==> src/rtl/count_wrap_monitor_pkg.sv <==
// Shared types and constants for the count wrap monitor: FSM encoding,
// default widths and event bit positions used by the edge detector.
package count_wrap_monitor_pkg;

    typedef enum logic [1:0] {
        IDLE  = 2'd0,
        ARMED = 2'd1,
        FIRED = 2'd2
    } state_t;

    localparam int CNT_W_DEF  = 4;
    localparam int WRAP_W_DEF = 8;

    localparam int EV_WRAP  = 0;
    localparam int EV_CLEAR = 1;
    localparam int EV_MATCH = 2;
    localparam int NUM_EV   = 3;

endpackage

==> src/rtl/count_edge_detect.sv <==
// Tracks the previous count sample and turns count transitions into
// registered wrap / external-clear / compare-match pulses.
module count_edge_detect
    import count_wrap_monitor_pkg::*;
#(
    parameter int CNT_W = CNT_W_DEF
) (
    input  logic             clk,
    input  logic             clear,
    input  logic [CNT_W-1:0] count_in,
    input  logic [CNT_W-1:0] cmp_val,
    output logic             wrap_ev,
    output logic             wrap_pulse,
    output logic             clr_seen,
    output logic             match_pulse
);

    localparam logic [CNT_W-1:0] CNT_MAX = '1;

    logic [CNT_W-1:0]  prev_cnt;
    logic [CNT_W-1:0]  prev_cmp;
    logic              prev_valid;
    logic [NUM_EV-1:0] ev;
    logic [NUM_EV-1:0] ev_q;

    always_comb begin
        ev = '0;
        ev[EV_WRAP]  = prev_valid && (prev_cnt == CNT_MAX) && (count_in == '0);
        ev[EV_CLEAR] = prev_valid && (count_in == '0) &&
                       (prev_cnt != '0) && (prev_cnt != CNT_MAX);
        // A changed compare value re-qualifies a count that is already sitting on it.
        ev[EV_MATCH] = prev_valid && (count_in == cmp_val) &&
                       ((prev_cnt != cmp_val) || (cmp_val != prev_cmp));
    end

    // Unregistered wrap lets the parent's FSM act on the same edge as wrap_pulse.
    assign wrap_ev = ev[EV_WRAP];

    always_ff @(posedge clk) begin
        if (!clear) begin
            prev_cnt   <= '0;
            prev_cmp   <= '0;
            prev_valid <= 1'b0;
            ev_q       <= '0;
        end else begin
            prev_cnt   <= count_in;
            prev_cmp   <= cmp_val;
            prev_valid <= 1'b1;
            ev_q       <= ev;
        end
    end

    assign wrap_pulse  = ev_q[EV_WRAP];
    assign clr_seen    = ev_q[EV_CLEAR];
    assign match_pulse = ev_q[EV_MATCH];

endmodule

==> src/rtl/count_wrap_monitor.sv <==
// Watches an upstream counter, counts natural wraps and fires once a
// programmable number of wraps has been seen after an arm request.
module count_wrap_monitor
    import count_wrap_monitor_pkg::*;
#(
    parameter int CNT_W  = CNT_W_DEF,
    parameter int WRAP_W = WRAP_W_DEF
) (
    input  logic              clk,
    input  logic              clear,
    input  logic [CNT_W-1:0]  count_in,
    input  logic [CNT_W-1:0]  cmp_val,
    input  logic              arm,
    input  logic              ack,
    input  logic [WRAP_W-1:0] wrap_limit,
    output logic              match_pulse,
    output logic              wrap_pulse,
    output logic              clr_seen,
    output logic              fire,
    output logic              done,
    output logic [WRAP_W-1:0] wrap_cnt,
    output logic              busy
);

    localparam logic [WRAP_W-1:0] WRAP_MAX = '1;

    state_t            state, state_nxt;
    logic [WRAP_W-1:0] limit_q;
    logic [WRAP_W-1:0] wrap_inc;
    logic              wrap_ev;
    logic              hit;

    count_edge_detect #(.CNT_W(CNT_W)) u_edge (
        .clk         (clk),
        .clear       (clear),
        .count_in    (count_in),
        .cmp_val     (cmp_val),
        .wrap_ev     (wrap_ev),
        .wrap_pulse  (wrap_pulse),
        .clr_seen    (clr_seen),
        .match_pulse (match_pulse)
    );

    assign wrap_inc = (wrap_cnt == WRAP_MAX) ? wrap_cnt : wrap_cnt + 1'b1;
    // A zero limit is satisfied immediately, without waiting for a wrap.
    assign hit = (limit_q == '0) || (wrap_ev && (wrap_inc == limit_q));

    always_ff @(posedge clk) begin
        if (!clear) state <= IDLE;
        else        state <= state_nxt;
    end

    always_comb begin
        state_nxt = state;
        case (state)
            IDLE:    if (arm) state_nxt = ARMED;
            ARMED:   if (!arm && hit) state_nxt = FIRED;
            FIRED:   if (arm) state_nxt = ARMED;
                     else if (ack) state_nxt = IDLE;
            default: state_nxt = IDLE;
        endcase
    end

    always_comb begin
        busy = (state == ARMED);
        done = (state == FIRED);
    end

    // Arm in any state restarts the run and wins over a coincident wrap.
    always_ff @(posedge clk) begin
        if (!clear) begin
            wrap_cnt <= '0;
            limit_q  <= '0;
            fire     <= 1'b0;
        end else begin
            fire <= (state == ARMED) && (state_nxt == FIRED);
            if (arm) begin
                wrap_cnt <= '0;
                limit_q  <= wrap_limit;
            end else if (state == ARMED && wrap_ev) begin
                wrap_cnt <= wrap_inc;
            end
        end
    end

endmodule

==> config.mk <==
export PLATFORM = sky130hd
export DESIGN_NAME = count_wrap_monitor
export DESIGN_NICKNAME = d
export VERILOG_FILES = /design/src/rtl/count_wrap_monitor_pkg.sv /design/src/rtl/count_edge_detect.sv /design/src/rtl/count_wrap_monitor.sv
export SDC_FILE = /design/constraint.sdc
export NUM_CORES = 1
export LEC_CHECK = 0
export ABC_AREA = 1
export CORE_MARGIN = 3
export CORE_UTILIZATION = 35
export DETAILED_ROUTE_END_ITERATION = 10
export PLACE_DENSITY = 0.63
export SKIP_LAST_GASP = 1
export SLEW_MARGIN = 0
export SYNTH_ARGS = -nofsm -noshare
export SYNTH_HDL_FRONTEND = slang
export SYNTH_SLANG_ARGS = --single-unit
export TNS_END_PERCENT = 1
==> constraint.sdc <==
create_clock -name clk -period 1.61 [get_ports clk]
set_input_delay 0.483 -clock clk [delete_from_list [all_inputs] [get_ports clk]]
set_output_delay 0.483 -clock clk [all_outputs]
set_load 0.03 [all_outputs]
==> results of run 1 <==
==> registers in the layout, indices dropped and copies added, names as in the netlist <==
signal	flops
u_edge.prev_cnt	4
u_edge.prev_valid	1
u_edge.prev_cmp	4
fire	1
u_edge.ev_q	3
wrap_cnt	8
limit_q	8
state	2
==> repair_timing <==
action | CTS | global route
pin swaps | 0 | 1
gates resized for setup | 3 | 2
setup buffers | 0 | 1
setup endpoints to repair | 20 | 23
==> cells by family (layout without fill, tap and decap cells) <==
group,after synthesis,after routing
buf+inv,42,107
flops,31,31
compound gates,40,40
xor+xnor,3,3
simple gates,118,118
fa+ha+maj,1,1
==> where the power goes <==
part / leakage [nW] / internal, mW / switching [mW]
Combinational: 0.807 / 0.111 / 0.0980
Clock: 0.0594 / 0.438 / 0.293
Sequential: 0.259 / 0.794 / 0.0222
Total: 1.13 / 1.34 / 0.413
==> how the worst min path moves through the flow <==
stage	from	slack, ns	endpoint	cells after the start
final	limit_q[7]	0.50	limit_q[7]	2
after global routing	limit_q[5]	0.52	limit_q[5]	2
after CTS	limit_q[7]	0.50	limit_q[7]	2
after detailed placement	limit_q[7]	0.49	limit_q[7]	2
after global placement	limit_q[3]	0.48	limit_q[3]	2
after floorplan	u_edge.prev_valid	0.44	u_edge.ev_q[2]	2
==> layout by cell type, fill, tap and decap left out, drive strengths merged <==
cell           count
nor3               4
nor4               3
buf               32
nand4              4
xor2               1
dlymetal6s2s       1
clkinv             1
a31oi              5
clkbuf             7
nor2              23
dlygate4sd2        3
a22oi              1
ha                 1
clkdlybuf4s50     27
nand3             23
inv               36
a21oi             13
dfxtp             31
o21bai             1
nand3b             2
a311oi             1
xnor2              2
o221ai             1
nand2             59
o21ai             18
==> worst reg2reg max path: cells and delay by family, from the launching register on <==
kind	cells	cell delay, ns
flip-flops	1	0.35
buffers and inverters	2	0.22
adder cells (fa/ha/maj)	1	0.16
XOR/XNOR	1	0.21
AND/OR/NAND/NOR	9	0.69
==> routing by layer <==
metal	vias up	track usage	routed length, um
li1	897	-	-
met1	739	0.185	1740
met2	49	0.280	2010
met3	6	0.0441	218
met4	0	0.0594	62
met5	-	0	0
==> Yosys cell counts, drive strengths merged <==
library cell  number  area [um^2]
a21oi             13         65.1
nand4              4         25.0
a22oi              1         7.51
nand3             23          115
nor3               4         20.0
inv               36          135
nor2              23          101
dfxtp             31          621
a311oi             1         8.76
nand3b             2         15.0
xor2               1         8.76
buf                3         23.8
clkbuf             3         11.3
o221ai             1         8.76
xnor2              2         17.5
a31oi              5         31.3
ha                 1         12.5
o21bai             1         7.51
o21ai             18         90.1
nand2             59          234
nor4               3         18.8
==> per-stage QoR <==
stage,setup slack (ns),cell area [um^2],hold slack (ns),TNS (ns)
2_1_floorplan,0.00702,1610,0.445,0
3_3_place_gp,-0.285,2190,0.476,-3.07
3_5_place_dp,-0.336,2190,0.488,-3.35
5_1_grt,-0.258,2310,0.524,-3.46
4_1_cts,-0.243,2300,0.497,-2.15
6_report,-0.203,2310,0.496,-1.72
==> cell type report <==
type / count / share of cell area
clock inverter: 1 / 0.00216
timing repair buffer: 63 / 0.243
multi-input combinational: 162 / 0.348
clock buffer: 7 / 0.0465
inverter: 36 / 0.0584
sequential: 31 / 0.275
tap: 50 / 0.0271
==> impl_results.md, run 1 <==
* R2R cell count at 13
* Fin cells at 350
* Worst endpoint required time at 1.13 ns
* Max transition margin at 0.745
* Fmax at 551 MHz
* Count of final max-slew check failures at 0
* Final hold vios at 0
* Sink Count at 31
* Chip width at 73.1 um
* CP endpoint: wrap_cnt[4]
* Buffers on Ports at 33
* Synth Net Count at 256
* Worst vdd ir at 435 uV
* Initial antenna violation count at 0
* Compound-Gate Fraction of Synth Area at 0.139
* Hold crit path type: flop to flop
* Worst Skew at 0.00735 ns
* Clock buffer count from CTS at 5
* Synth warnings at 0
* Slowest CP cell: clkdlybuf4s50_1
* Post-Route WL at 4.03 mm
* Initial Utilization at 0.378
* Hold Buf Count CTS at 0
* Placed Cells at 341
* Final setup fails at 20
* Chip height at 73.1 um
* R2r setup slk at -0.06 ns
* Max-cap viol count at 0
* Worst setup EP type: output pin
* Crit Path Max Fanout at 6
* Adder-cell area share of the yosys netlist at 0.00793
* Largest family of logic cells by synthesized area: simple AND/OR/NAND/NOR gates
* Crit Path Class: flop to output pin
* Crit path DAT at 1.33 ns
* Worst-path cell chain: clkdlybuf4s50_1
* Synthesized area at 0.00158 mm^2
* Post-Synth XOR/XNOR Area at 0.0167
* Critical Path Source: wrap_cnt[4]
* Layout Utilization at 0.554
* Fin worst setup slack at -0.203 ns
* Layout cells sized above 1 at 0.190
* Pleak at 1.13 nW
* Buf/Inv on CP at 1
* Worst slew pin tran at 0.381 ns
* Post-Synth Simple-Gate Area at 0.335
* Clk Latency, worst-skew pair at 0.28 ns
* R2R Path Start: wrap_cnt[1]
* Clk buf depth at 2
* First-pass GRT wire length at 6.60 mm
* Filler Cell Count at 417
* Pwr dens at 759 mW/mm^2
* Max stage delay on crit path at 0.68 ns
* Worst R2R End: state[1]
* Min Clock Period, post-route at 1.81 ns
* Mux contribution to synthesized area at 0
* Crit. path cell count at 1
* Final nets at 320
* Sequential area share after synthesis at 0.393
* Number of diodes at 0
* Multi-input combinational cell area at 805 um^2
* H-tree levels at 2
* Die area at 0.00535 mm^2
* Total track usage at 0.160
* Area grow syn2layout at 46.6%
* DRC errors left at 0
* Register area at 636 um^2
* Num rows at 23
* Placer congestion estimate at 0.818
* Yosys cell types at 27
* Vias per inst at 4.83
* Post-Syn Instances at 235
* Delay-heaviest family, CP: buffers and inverters
* Largest net degree at the start of global routing at 16
* Clk root buf: clkbuf_8
* Failing checks: setup timing
* Final HPWL DP at 3.17 mm
* Vias post-DR at 1691
* Total Power at 1.76 mW
* Syn avg cell area at 6.71 um^2
* Routed len/inst at 11.5 um
* Vias in the first global route at 1520
* First drt pass iteration count at 4
* Total gr overflow at 0
* Top-level I/O count at 34
* Final period util at 1.13
* CTS clk-pin slew, worst paths at 0.07 ns
* CTS tree: yes
* DRT iter0 DRCs at 133
* Routed Antenna Nets at 0
* Register bit total from synthesis at 31
* Status: finished, violations left
* Core footprint at 0.00417 mm^2
* RSZ-0062 raised after global routing: yes
* Startpoint types: flop
Note: power is estimated with default switching activity, not from simulation.
==> run 2, diff against run 1 <==
--- a/config.mk
+++ b/config.mk
@@ -9,7 +9,10 @@
 export CORE_MARGIN = 3
 export CORE_UTILIZATION = 35
 export DETAILED_ROUTE_END_ITERATION = 10
+export GPL_TIMING_DRIVEN = 0
+export MAX_ROUTING_LAYER = met4
 export PLACE_DENSITY = 0.63
+export RECOVER_POWER = 50
 export SKIP_LAST_GASP = 1
 export SLEW_MARGIN = 0
 export SYNTH_ARGS = -nofsm -noshare
==> impl_results.md, run 2 (synthesized netlist as in run 1, its figures left out) <==
* Hold WS at 0.489 ns (was 0.496 ns)
* Crit Path Max Fanout at 6 (unchanged)
* Filler Cell Count at 401 (was 417)
* RSZ-0062 raised after global routing: yes (unchanged)
* Clock buffer count from CTS at 5 (unchanged)
* Max transition margin at 0.713 (was 0.745)
* Startpoint types: flop (unchanged)
* Hold crit path type: flop to flop (unchanged)
* Die area at 0.00535 mm^2 (unchanged)
* Fin worst setup slack at -0.220 ns (was -0.203 ns)
* Number of diodes at 0 (unchanged)
* DRT iter0 DRCs at 60 (was 133)
* Worst vdd ir at 564 uV (was 435 uV)
* Routed Antenna Nets at 0 (unchanged)
* Crit path DAT at 1.35 ns (was 1.33 ns)
* Core footprint at 0.00417 mm^2 (unchanged)
* Worst Skew at 0.00535 ns (was 0.00735 ns)
* Pleak at 0.975 nW (was 1.13 nW)
* Multi-input combinational cell area at 820 um^2 (was 805 um^2)
* H-tree levels at 2 (unchanged)
* Total gr overflow at 0 (unchanged)
* Worst setup EP type: output pin (unchanged)
* First-pass GRT wire length at 6.25 mm (was 6.60 mm)
* Fmax at 547 MHz (was 551 MHz)
* Worst endpoint required time at 1.13 ns (about the same)
* Area grow syn2layout at 35.1% (was 46.6%)
* Sink Count at 31 (unchanged)
* Crit Path Class: flop to output pin (unchanged)
* Register area at 636 um^2 (unchanged)
* Layout cells sized above 1 at 0.122 (was 0.190)
* Failing checks: setup timing (unchanged)
* Routed len/inst at 11.3 um (was 11.5 um)
* CTS tree: yes (unchanged)
* Slowest CP cell: clkdlybuf4s50_1 (unchanged)
* Hold Buf Count CTS at 0 (unchanged)
* First drt pass iteration count at 4 (unchanged)
* Final period util at 1.14 (was 1.13)
* Worst slew pin tran at 0.431 ns (was 0.381 ns)
* Post-Route WL at 3.72 mm (was 4.03 mm)
* Clk buf depth at 2 (unchanged)
* Commonest non-fill, non-tap cell in the layout: nand2_1 (unchanged)
* Initial Utilization at 0.378 (unchanged)
* Clk root buf: clkbuf_8 (unchanged)
* Count of final max-slew check failures at 0 (unchanged)
* Fin cells at 328 (was 350)
* Status: finished, violations left (unchanged)
* Final nets at 298 (was 320)
* CTS clk-pin slew, worst paths at 0.07 ns (about the same)
* Clk Latency, worst-skew pair at 0.28 ns (about the same)
* Initial antenna violation count at 0 (unchanged)
* Buffers on Ports at 33 (unchanged)
* Placer congestion estimate at 0.839 (was 0.818)
* Vias post-DR at 1589 (was 1691)
* Top Registers: limit_q: 8 flops, wrap_cnt: 8 flops (unchanged)
* Placed Cells at 318 (was 341)
* Max-cap viol count at 0 (unchanged)
* Min Clock Period, post-route at 1.83 ns (was 1.81 ns)
* Final hold vios at 0 (unchanged)
* Vias per inst at 4.84 (was 4.83)
* Chip width at 73.1 um (unchanged)
* Worst-path cell chain: clkdlybuf4s50_1 (unchanged)
* Final setup fails at 25 (was 20)
* Largest net degree at the start of global routing at 11 (was 16)
* Delay-heaviest family, CP: buffers and inverters (unchanged)
* Final HPWL DP at 2.87 mm (was 3.17 mm)
* Pwr dens at 786 mW/mm^2 (was 759 mW/mm^2)
* Total Power at 1.68 mW (was 1.76 mW)
* Commonest non-fill, non-tap cells in the layout: nand2_1 (54), inv_1 (35), clkdlybuf4s50_1 (28) (was nand2_1 (54), inv_1 (35), buf_4 (31))
* Num rows at 23 (unchanged)
* DRC errors left at 0 (unchanged)
* Total track usage at 0.155 (was 0.160)
* Vias in the first global route at 1434 (was 1520)
* Layout Utilization at 0.511 (was 0.554)
* Top-level I/O count at 34 (unchanged)
* Chip height at 73.1 um (unchanged)
* Buf/Inv on CP at 1 (unchanged)
* Max stage delay on crit path at 0.68 ns (about the same)
-- run 2: stage by stage --
step / area [um^2] / TNS, ns / setup WS [ns]
after floorplan: 1610 / 0 / 0.00702
after CTS: 2110 / -3.52 / -0.229
final: 2130 / -3.01 / -0.220
after global routing: 2130 / -5.78 / -0.280
after detailed placement: 2000 / -11.65 / -0.708
after global placement: 2000 / -12.61 / -0.796
-- run 2: routing by layer --
layer  track usage  part of all wire  vias up
li1              -                 -      851
met5             -                 0        -
met3        0.0372             0.032        5
met4        0.0430             0.011        0
met1         0.188              0.49      708
met2         0.254              0.46       25
-- run 2: timing repair --
action | CTS | global route
setup endpoints to repair | 35 | 33
buffers inserted | 0 | 2
resized for setup | 8 | 5
pin swaps | 0 | 1
hold endpoints to repair | 0 | 0
-- run 2: cell type report --
type | instances | share of cell area
Sequential cell | 31 | 0.298
Inverter | 36 | 0.0634
Buffer | 6 | 0.0200
Timing Repair Buffer | 35 | 0.157
Clock buffer | 8 | 0.0470
Tap cell | 50 | 0.0294
Multi-Input combinational cell | 162 | 0.385
-- run 2: path summary, 6_finish.rpt --
check,from,endpoint,slack [ns],depth (start not counted)
setup / recovery,wrap_cnt[4],wrap_cnt[4],-0.22,1
hold / removal,limit_q[3],limit_q[3],0.49,2
setup reg to reg,wrap_cnt[1],state[1],-0.06,13
hold reg to reg,limit_q[3],limit_q[3],0.49,2
-- run 2: tightest hold or removal path, cell delays in order (launching register included) --
cell	delay (ns)
dfxtp_1	0.32
inv_1	0.07
a21oi_1	0.06
-- run 2: power by group --
part	internal, mW	switching, mW
Sequential	0.794	0.0216
Combinational	0.0889	0.0944
Clock	0.390	0.287
Total	1.27	0.403
==> variant, RTL diff (config.mk and constraints of run 2) <==
`WRAP_W_DEF`: 8 -> 6.
--- a/src/rtl/count_wrap_monitor_pkg.sv
+++ b/src/rtl/count_wrap_monitor_pkg.sv
@@ -11,3 +11,3 @@
     localparam int CNT_W_DEF  = 4;
-    localparam int WRAP_W_DEF = 8;
+    localparam int WRAP_W_DEF = 6;
 
Interface: changed (resized wrap_cnt and wrap_limit); port bits go from 34 to 30. No check against the original RTL was run, so the function may have changed too.
==> variant against run 2 <==
  * The run still ends with setup timing left
  * Area after synthesis fell by 14%
  * Total power is 24% lower
  * Setup slack improved by 0.0069 ns
  * Sequential cell count is 4 lower
  * Design area is 18% lower
  * Critical path type unchanged
  * Routed wire length shrank 23%
  * Clock power is 41% lower
  * Cell count decreased by 17%
  * Highest routed layer unchanged
  * Largest cell class unchanged
==> variant: results (changes against run 2) <==
{
  "grt": {
    "grt.met3_usage": {"value": 3.120, "unit": "%", "change": "-0.60 points"},
    "use_met2": {"value": 21.06, "unit": "%", "change": "-4.4 points"},
    "grt_first_pass_wirelength": {"value": 4.926, "unit": "mm", "change": "-21%"},
    "grt_start_max_net_pins": {"value": 17, "change": "+6"},
    "grt.met1_usage": {"value": 19.42, "unit": "%", "change": "+0.62 points"}
  },
  "synth": {
    "synth.avg_cell_area": {"value": 6.959, "unit": "µm²", "change": "+3.7%"},
    "synth.yosys.seq_area_share": {"value": 40.04, "unit": "%", "change": "+0.70 points"},
    "synth.top_cells.by_area": "sky130_fd_sc_hd__dfxtp_1 40%, sky130_fd_sc_hd__nand2_1 12%, sky130_fd_sc_hd__inv_1 8.3%",
    "synth_nets": {"value": 213, "change": "-17%"}
  },
  "cells_and_area": {
    "clkbuf_count": {"value": 3, "change": "-5"},
    "layout.filler_cells": {"value": 379, "change": "-5.5%"},
    "layout.clock.cell_area_share": {"value": 2.712, "unit": "%", "change": "-2.0 points"},
    "multi_input_area_share": {"value": 39.26, "unit": "%", "change": "+0.80 points"},
    "post_route_cells_drive_above_1_share": {"value": 9.251, "unit": "%", "change": "-3.0 points"},
    "number_of_multi_input_combinational_cells_in_the_layout": {"value": 133, "change": "-18%"},
    "num-nonclk-buffers": {"value": 33, "change": "-20%"},
    "layout.buffer.nonclock.area_share": {"value": 17.20, "unit": "%", "change": "-0.53 points"},
    "layout.nets": {"value": 247, "change": "-17%"}
  },
  "placement": {
    "dp.final_hpwl": {"value": 2.322, "unit": "mm", "change": "-19%"},
    "gpl.final_weighted_congestion": {"value": 0.8604, "change": "+2.5%"},
    "placement.setup.worst_slack": {"value": -0.4130, "unit": "ns", "change": "+0.2948 ns"},
    "detailed_place.area": {"value": 0.001705, "unit": "mm²", "change": "-15%"}
  },
  "worst_setup_path": {
    "worst-r2r-cell-count": {"value": 11, "change": "-2"},
    "timing.critical_path.to": "wrap_cnt[0]",
    "worst-path-max-fanout": {"value": 7, "change": "+1"}
  },
  "power": {
    "cell_internal_pwr": {"value": 0.0009461, "unit": "W", "change": "-26%"},
    "totalPowerFinal": {"value": 0.001268, "unit": "W", "change": "-24%"},
    "power_combinational": {"value": 0.000159, "unit": "W", "change": "-13%"},
    "vdd.ir_drop.worst": {"value": 0.4419, "unit": "mV", "change": "-22%"}
  },
  "sta": {
    "maxSlewHeadroom": {"value": 77.15, "unit": "%", "change": "+5.9 points"},
    "final.setup.worst_slack": {"value": -0.2127, "unit": "ns", "change": "+0.006929 ns"},
    "setup_viol": {"value": 16, "change": "-36%"},
    "fin_tns_setup": {"value": -1.244, "unit": "ns", "change": "+1.766 ns"}
  },
  "detailed_routing": {
    "route.vias.total": {"value": 1274, "change": "-20%"},
    "m1WireLength": {"value": 1.497, "unit": "mm", "change": "-18%"},
    "met2_wirelength": {"value": 1.186, "unit": "mm", "change": "-31%"}
  },
  "cts": {
    "cts-resized-gates": {"value": 6, "change": "-2"}
  },
  "status": {
    "violations_in_the_final_reports": "setup timing",
    "run_status": "complete, but fails checks"
  }
}
[variant: cell count changes after synthesis, sizes merged, moves of 2 or more]
cell / delta
a211oi: +3
nor3: -2
inv: -6
dfxtp: -4
nand2: -12
o21ai: -7
nor2: -4
clkbuf: -2
a31oi: -5
or3: +2
nand3: -2
[variant: worst min path at each step]
stage	slack, ns	end	cells past startpoint	start
global placement	0.47	u_edge.ev_q[2]$_SDFF_PN0_	2	u_edge.prev_valid$_DFF_P_
finish	0.48	u_edge.ev_q[2]$_SDFF_PN0_	2	u_edge.prev_valid$_DFF_P_
global route	0.50	u_edge.ev_q[2]$_SDFF_PN0_	2	u_edge.prev_valid$_DFF_P_
detailed placement	0.47	u_edge.ev_q[2]$_SDFF_PN0_	2	u_edge.prev_valid$_DFF_P_
floorplan	0.45	u_edge.ev_q[2]$_SDFF_PN0_	2	u_edge.prev_valid$_DFF_P_
CTS	0.49	u_edge.ev_q[2]$_SDFF_PN0_	2	u_edge.prev_valid$_DFF_P_
